--- config.mk ---
export PLATFORM = sky130hd
export DESIGN_NAME = dmem_lsu
export DESIGN_NICKNAME = d
export VERILOG_FILES = /design/src/rtl/dmem_lsu.sv
export SDC_FILE = /design/constraint.sdc
export NUM_CORES = 1
export LEC_CHECK = 0
export CORE_ASPECT_RATIO = 0.5
export CORE_UTILIZATION = 28
export CTS_CLUSTER_DIAMETER = 60
export CTS_CLUSTER_SIZE = 20
export DETAILED_ROUTE_END_ITERATION = 8
export PLACE_DENSITY = 0.62
export SYNTH_ARGS = -nofsm -noshare
export SYNTH_HDL_FRONTEND = slang
export SYNTH_SLANG_ARGS = --single-unit
--- constraint.sdc ---
create_clock -name clk -period 4.8 [get_ports clk]
set_input_delay 0.96 -clock clk [delete_from_list [all_inputs] [get_ports clk]]
set_output_delay 0.96 -clock clk [all_outputs]
set_load 0.02 [all_outputs]
--- src/rtl/dmem_lsu.sv ---
// Load/store unit that drives the data-memory port for one core request at a time.
// LSU_MISALIGN_TRAP_EN: trap misaligned halfword/word accesses instead of forcing their low address bits to zero.
module dmem_lsu #(
    parameter int RD_LAT = 1,
    parameter int ADDR_W = 32
) (
    input  logic              clk,
    input  logic              rst,
    input  logic              req_valid,
    output logic              req_ready,
    input  logic              req_store,
    input  logic [2:0]        req_funct3,
    input  logic [ADDR_W-1:0] req_addr,
    input  logic [31:0]       req_wdata,
    output logic              resp_valid,
    input  logic              resp_ready,
    output logic [31:0]       resp_rdata,
    output logic              resp_err,
    output logic [1:0]        resp_cause,
    output logic [1:0]        dmemRW,
    output logic [3:0]        w_en,
    output logic [ADDR_W-1:0] mem_addr,
    output logic [31:0]       mem_din,
    input  logic [31:0]       mem_dout,
    input  logic              mem_outofbound
);

    typedef enum logic [2:0] {IDLE, ISSUE, WAIT, RESP, ERR} state_t;

    localparam logic [2:0] WAIT_LAST = 3'(RD_LAT - 1);

    state_t      state;
    logic        st_q;
    logic [2:0]  f3_q;
    logic [1:0]  lane_q;
    logic [2:0]  wait_cnt;

    logic        illegal;
    logic        trap;
    logic [1:0]  lane;
    logic [3:0]  be;
    logic [31:0] din;
`ifdef LSU_MISALIGN_TRAP_EN
    logic        misal;
`endif

    function automatic logic [31:0] load_ext(input logic [31:0] word, input logic [2:0] f3,
                                             input logic [1:0] lo);
        logic signed [7:0]  b;
        logic signed [15:0] h;
        b = word[{lo, 3'b000} +: 8];
        h = word[{lo[1], 4'b0000} +: 16];
        case (f3)
            3'b000:  load_ext = 32'(b);
            3'b001:  load_ext = 32'(h);
            3'b100:  load_ext = {24'b0, b};
            3'b101:  load_ext = {16'b0, h};
            default: load_ext = word;
        endcase
    endfunction

    // Request decode: legality, effective lane (low bits dropped for misaligned sizes), store lanes
    always_comb begin
        illegal = req_store ? (req_funct3 > 3'b010)
                            : (req_funct3 == 3'b011 || req_funct3[2:1] == 2'b11);
        case (req_funct3[1:0])
            2'b00: begin
                lane = req_addr[1:0];
                be   = 4'b0001 << lane;
                din  = {4{req_wdata[7:0]}};
            end
            2'b01: begin
                lane = {req_addr[1], 1'b0};
                be   = 4'b0011 << lane;
                din  = {2{req_wdata[15:0]}};
            end
            default: begin
                lane = 2'b00;
                be   = 4'b1111;
                din  = req_wdata;
            end
        endcase
`ifdef LSU_MISALIGN_TRAP_EN
        misal = (req_funct3[1:0] == 2'b01 && req_addr[0]) ||
                (req_funct3[1:0] == 2'b10 && req_addr[1:0] != 2'b00);
        trap  = illegal | misal;
`else
        trap  = illegal;
`endif
    end

    always_ff @(posedge clk or negedge rst) begin
        if (!rst) begin
            state      <= IDLE;
            req_ready  <= 1'b1;
            resp_valid <= 1'b0;
            resp_rdata <= '0;
            resp_err   <= 1'b0;
            resp_cause <= 2'b00;
            dmemRW     <= 2'b00;
            w_en       <= 4'b0000;
            mem_addr   <= '0;
            mem_din    <= '0;
            st_q       <= 1'b0;
            f3_q       <= 3'b000;
            lane_q     <= 2'b00;
            wait_cnt   <= 3'b000;
        end else begin
            case (state)
                IDLE: begin
                    if (req_valid) begin
                        req_ready <= 1'b0;
                        st_q      <= req_store;
                        f3_q      <= req_funct3;
                        lane_q    <= lane;
                        if (trap) begin
                            state      <= ERR;
                            resp_valid <= 1'b1;
                            resp_err   <= 1'b1;
                            resp_cause <= illegal ? 2'b11 : 2'b01;
                            resp_rdata <= '0;
                        end else begin
                            state    <= ISSUE;
                            mem_addr <= {req_addr[ADDR_W-1:2], 2'b00};
                            if (req_store) begin
                                dmemRW  <= 2'b01;
                                w_en    <= be;
                                mem_din <= din;
                            end else begin
                                dmemRW  <= 2'b10;
                                w_en    <= 4'b0000;
                            end
                        end
                    end
                end
                ISSUE: begin
                    if (st_q) begin
                        state      <= RESP;
                        dmemRW     <= 2'b00;
                        w_en       <= 4'b0000;
                        resp_valid <= 1'b1;
                        resp_err   <= mem_outofbound;
                        resp_cause <= mem_outofbound ? 2'b10 : 2'b00;
                        resp_rdata <= '0;
                    end else begin
                        state    <= WAIT;
                        wait_cnt <= WAIT_LAST;
                    end
                end
                // Read command stays on the port until the last latency cycle captures the data
                WAIT: begin
                    if (wait_cnt == 3'b000) begin
                        state      <= RESP;
                        dmemRW     <= 2'b00;
                        resp_valid <= 1'b1;
                        resp_err   <= mem_outofbound;
                        resp_cause <= mem_outofbound ? 2'b10 : 2'b00;
                        resp_rdata <= mem_outofbound ? 32'b0 : load_ext(mem_dout, f3_q, lane_q);
                    end else begin
                        wait_cnt <= wait_cnt - 3'd1;
                    end
                end
                RESP, ERR: begin
                    if (resp_ready) begin
                        state      <= IDLE;
                        req_ready  <= 1'b1;
                        resp_valid <= 1'b0;
                        resp_err   <= 1'b0;
                        resp_cause <= 2'b00;
                        resp_rdata <= '0;
                    end
                end
                default: state <= IDLE;
            endcase
        end
    end

endmodule

Yosys cells after proc, flatten, opt, wreduce, memory -nomap -nowiden
Cells that the tools add are included.
{"block": "classes", "addsub": 1, "order_cmp": 1, "n_eq_ne": 18, "n_shift": 4, "mux": 51, "bitwise_logic": 1, "reduce_logical": 20}
{"cell": "one-hot mux 32 bit (4 select lines)", "count": 2}
{"cell": "2-to-1 mux 32 bit", "count": 6}
{"cell": "one-hot mux 32 bit (2 select lines)", "count": 1}
{"cell": "variable part select 32 x 6 -> 16 bit", "count": 1}
{"cell": "variable part select 32 x 6 -> 8 bit", "count": 1}
{"cell": "2-to-1 mux 2 bit", "count": 11}
{"cell": "2-to-1 mux 3 bit", "count": 6}
{"cell": "2-to-1 mux 4 bit", "count": 4}
{"cell": "inequality test 2 bit, second input constant", "count": 8}
{"cell": "one-hot mux 4 bit (2 select lines)", "count": 2}
{"cell": "one-hot mux 3 bit (4 select lines)", "count": 1}
{"cell": "AND reduction 3 bit", "count": 4}
{"cell": "2-to-1 mux 1 bit", "count": 11}
{"cell": "== test 3 x 2 -> 1 bit, second input constant", "count": 3}
{"cell": "== test 3 bit, second input constant", "count": 3}
{"cell": "logical NOT 3 bit", "count": 3}
{"cell": "one-hot mux 1 bit (4 select lines)", "count": 2}
{"cell": "one-hot mux 2 bit (4 select lines)", "count": 1}
{"cell": "AND reduction 4 bit", "count": 2}
{"cell": "== test 3 x 1 -> 1 bit, second input constant", "count": 2}
{"cell": "one-hot mux 2 bit (3 select lines)", "count": 1}
{"cell": "one-hot mux 3 bit (2 select lines)", "count": 1}
{"cell": "AND reduction 6 bit", "count": 1}
{"cell": "nonzero test 2 bit", "count": 3}
{"cell": "other kinds (16)", "count": 16}
{"block": "totals", "regBits": 117, "word_cells": 110}

Longest topological paths before layout
{"block": "depth", "word_depth": 6, "ltp_mapped": 9, "depth_no_buf": 7}

Worst setup path after synthesis
No wires, ideal clock.
{"block": "synth_timing", "path_type": "input to register", "start": "in req_funct3[2]", "end": "reg dmemRW[1]", "setup_time_ns": 0.125, "arrival_time_ns": 2.189, "required_time_ns": 4.675, "slack_ns": 2.486, "cell_stages": 5, "path_buffers": 0, "cell_sequence": "a21o_1 o21ai_1 a21boi_0 nor4b_1 mux2_2"}
{"block": "synth_between", "elab_chain_cells": 5}
{"item": "start, declared", "line": "12", "text": "input logic [2:0] req_funct3,"}
{"item": "parallel branches: the longest is 2 deep, another holds greater-than comparator 3 x 2 -> 1 bit"}
{"item": "2-to-1 mux 1 bit *", "line": "64", "text": "illegal = req_store ? (req_funct3 > 3'b010)"}
{"item": "inequality test 2 bit (no source line) *"}
{"item": "AND reduction 5 bit (no source line) *"}
{"item": "end signal, assigned", "line": "100", "text": "dmemRW <= 2'b00;"}
{"item": "end signal, assigned", "line": "126", "text": "dmemRW <= 2'b01;"}
{"item": "end signal, assigned", "line": "130", "text": "dmemRW <= 2'b10;"}
{"item": "end, declared", "line": "20", "text": "output logic [1:0] dmemRW,"}
Every way passes the cells marked *.
A chain may end at the register's enable or synchronous reset.

Worst setup path in the final report
{"block": "layout_timing", "start": "in req_valid", "end": "reg mem_din[7]"}
{"block": "layout_between", "elab_chain_cells": 1}
{"item": "start, declared", "line": "9", "text": "input logic req_valid,"}
{"item": "AND reduction 4 bit (no source line)"}
{"item": "end signal, assigned", "line": "128", "text": "mem_din <= din;"}
{"item": "end, declared", "line": "23", "text": "output logic [31:0] mem_din,"}
No other way between the ends.

==> results_dict.tcl <==
set metrics [dict create \
    cpMaxStageDelayCell "nand3_2" \
    fin_area_mm2 0.008468 \
    synth.distinct_cells 54 \
    met1_length_um 7266 \
    p_leak_nw 3.647 \
    syn_area_mm2 0.005605 \
    htree_levels 4 \
    critPathArrivalTime_ns 3.55 \
    syn_avg_cell_area_um2 10.60 \
    finalSetupViolations 0 \
    nets 837 \
    critPathTopFamily "simple AND/OR/NAND/NOR gates" \
    vias 4677 \
    top_layer "met4" \
    p_total_mw 5.681 \
    drive_above_1_share 0.1198 \
    area_delta_synth_final_pct 51.07 \
    cp_slowest_stage_delay_ns 0.85 \
    slew_violations 0 \
    status "finished, final reports clean" \
    dp.cells 977 \
    yosysMostFrequentCell "dfrtp_1" \
    first_iter_violations 212 \
    crit_required_ns 5.10 \
    worst-path-buf-inv 2 \
    ys_seq_area_frac 0.5181 \
    powerDensity_mw_per_mm2 670.9 \
    io_pins 212 \
    routedWlPerCell_um 15.79 \
    ir_drop_v 0.0003164 \
    port_buffers 209 \
    max_slew_margin 0.3387 \
    instances_no_fill 1009 \
    die_height_um 102.1 \
    synth-edff-count 0 \
    critical_path_class "primary input to register" \
    grt_max_degree 70 \
    postCtsHoldBufs 0 \
    grt_use_total 0.1553 \
    path_depth 6 \
    cts_made_buffers 17 \
    ys.flop_type "dfrtp_1" \
    dpl_cell_area_mm2 0.007898 \
    utilization 0.4332 \
    path_clk_slew_ns 0.05 \
    yosys-top-cells-count "dfrtp_1, nand2_1, mux2i_1, a21oi_1, mux2_2" \
    yosysTopAreaCell "dfrtp_1" \
    rr_worst_depth 7 \
    core-area_mm2 0.01955 \
    r2r_slack_ns 1.94 \
    die_area_mm2 0.02062 \
    cp_common_cell "nand2_1" \
    fmax_mhz 307.5 \
    wl_met3_um 742 \
    finalHoldViolCount 0 \
    cp_cell_sequence "clkdlybuf4s50_1, nor4b_2, nand3_2, buf_4, nand2_1, nand2_1" \
    yosys-top-cells-area "dfrtp_1, mux2i_1, mux2_2" \
    rows 36 \
    diodes 0 \
    cts_resized 0 \
    cts_tree "yes" \
    async_flop_share 1.000 \
    fin_crit_sh 0.6774 \
    start_util 0.2867 \
    yosysWarnings 0 \
    hold_depth 2 \
    die_w_um 202.1 \
    fin_skew_ns 0.009248 \
    hp-class "register to register" \
    detail-route-antenna-nets 0 \
    maxCapViolations 0 \
    routabilityCongestion 0.7543 \
    clkSinkCount 116 \
    drcViolationCount 0 \
    post-cts-setup-buffers 0 \
    antenna_found_initial 0 \
    grt_pass1_wl_um 24960 \
    finalCriticalPeriod_ns 3.252 \
    tightest_slew_ns 0.9878 \
    startpoint_type "primary input" \
    via_per_inst 4.635 \
    nFillCells 1920 \
    crit_fanout 56 \
    grt_pass1_vias 4719 \
    synth_seq_cells 116 \
    overflow 0 \
    dp_hpwl_um 11520 \
    postSynthCellCount 529 \
    rsz0062_at_grt "no" \
    met2_wirelength_um 7744 \
    cts_root_buf "clkbuf_16" \
    setup_tns_ns 0 \
    clockBufferDepth 2 \
    first_pass_iters 4 \
    endpoint_kind "register" \
    synth_top_cell_area_share 0.5134 \
    clock_latency_ns 0.41 \
    routed_wl_um 15940 \
]
## metrics by stage
| step | hold WS, ns | setup slack, ns |
|---|---|---|
| floorplan | 0.4504 | 2.486 |
| finish | 0.4691 | 1.548 |
| CTS | 0.4745 | 1.540 |
| detailed placement | 0.4607 | 1.101 |
| global route | 0.5122 | 1.256 |
| global placement | 0.4598 | 1.218 |
## final timing paths
| path | start | end |
|---|---|---|
| worst max-delay path | req_valid | mem_din[7]$_DFFE_PN0P_ |
| max in group asynchronous | rst | resp_rdata[10]$_DFFE_PN0P_ |
| worst min-delay path | mem_din[2]$_DFFE_PN0P_ | mem_din[2]$_DFFE_PN0P_ |
| min in group asynchronous | rst | mem_din[3]$_DFFE_PN0P_ |
| worst min register to register | mem_din[2]$_DFFE_PN0P_ | mem_din[2]$_DFFE_PN0P_ |
| worst max register to register | wait_cnt[0]$_DFFE_PN0P_ | resp_rdata[10]$_DFFE_PN0P_ |
## metal layers
layer	vias up	global-route usage
met2	106	0.2588
li1	2243	-
met4	0	0.04974
met1	2313	0.2003
met5	-	0
met3	15	0.03890
## cells in the final DEF, fill, tap and decap left out, types with 17 or more instances in the layout
cell,Yosys,routed
nand2_1,71,71
mux2i_1,55,55
dfrtp_1,115,115
clkbuf_16,0,17
inv_1,34,34
nor2_1,22,22
o21ai_0,34,34
clkdlybuf4s50_1,0,208
mux2_2,35,35
a21oi_1,39,39
## layout make-up
class | count | area, um^2 | share of cell area
clock buffers | 18 | 439.2 | 0.05186
clock inverters | 14 | 131.4 | 0.01551
repair buffers | 216 | 2142 | 0.2530
inverters | 34 | 127.6 | 0.01507
flip-flops and latches | 116 | 2904 | 0.3429
well taps | 266 | 332.8 | 0.03930
multi-input cells | 345 | 2391 | 0.2824
## tightest hold or removal path: stages, from the launching register on
cell,delay (ns)
dfrtp_1,0.34
nand2_1,0.05
nand2_1,0.05
## logic make-up (layout without fill, tap and decap cells)
kind of cell | after synthesis | count (layout) | share of synthesized area
adders and majority gates | 2 | 2 | 0.004464
xor gates and xnor gates | 1 | 1 | 0.001563
buffers and inverters | 69 | 282 | 0.05714
other | 1 | 2 | 0.0006690
DFF | 116 | 116 | 0.5181
muxes | 93 | 93 | 0.1806
and+or+nand+nor | 133 | 133 | 0.1116
AOI/OAI and AO/OA | 114 | 114 | 0.1259
## registers in the layout, indices dropped and copies added, names as in the netlist
signal	flops
resp_valid	1
f3_q	3
w_en	4
mem_addr	30
req_ready	1
st_q	1
resp_cause	1
state	3
resp_rdata	32
wait_cnt	3
dmemRW	2
lane_q	2
mem_din	32
resp_err	1
## power breakdown
| group | total, mW | switching (mW) | internal [mW] |
|---|---|---|---|
| clock | 1.22 | 0.495 | 0.729 |
| sequential | 1.78 | 0.348 | 1.43 |
| combinational | 2.68 | 1.36 | 1.32 |
| total | 5.68 | 2.20 | 3.48 |
Note: power is estimated with default switching activity, not from simulation.
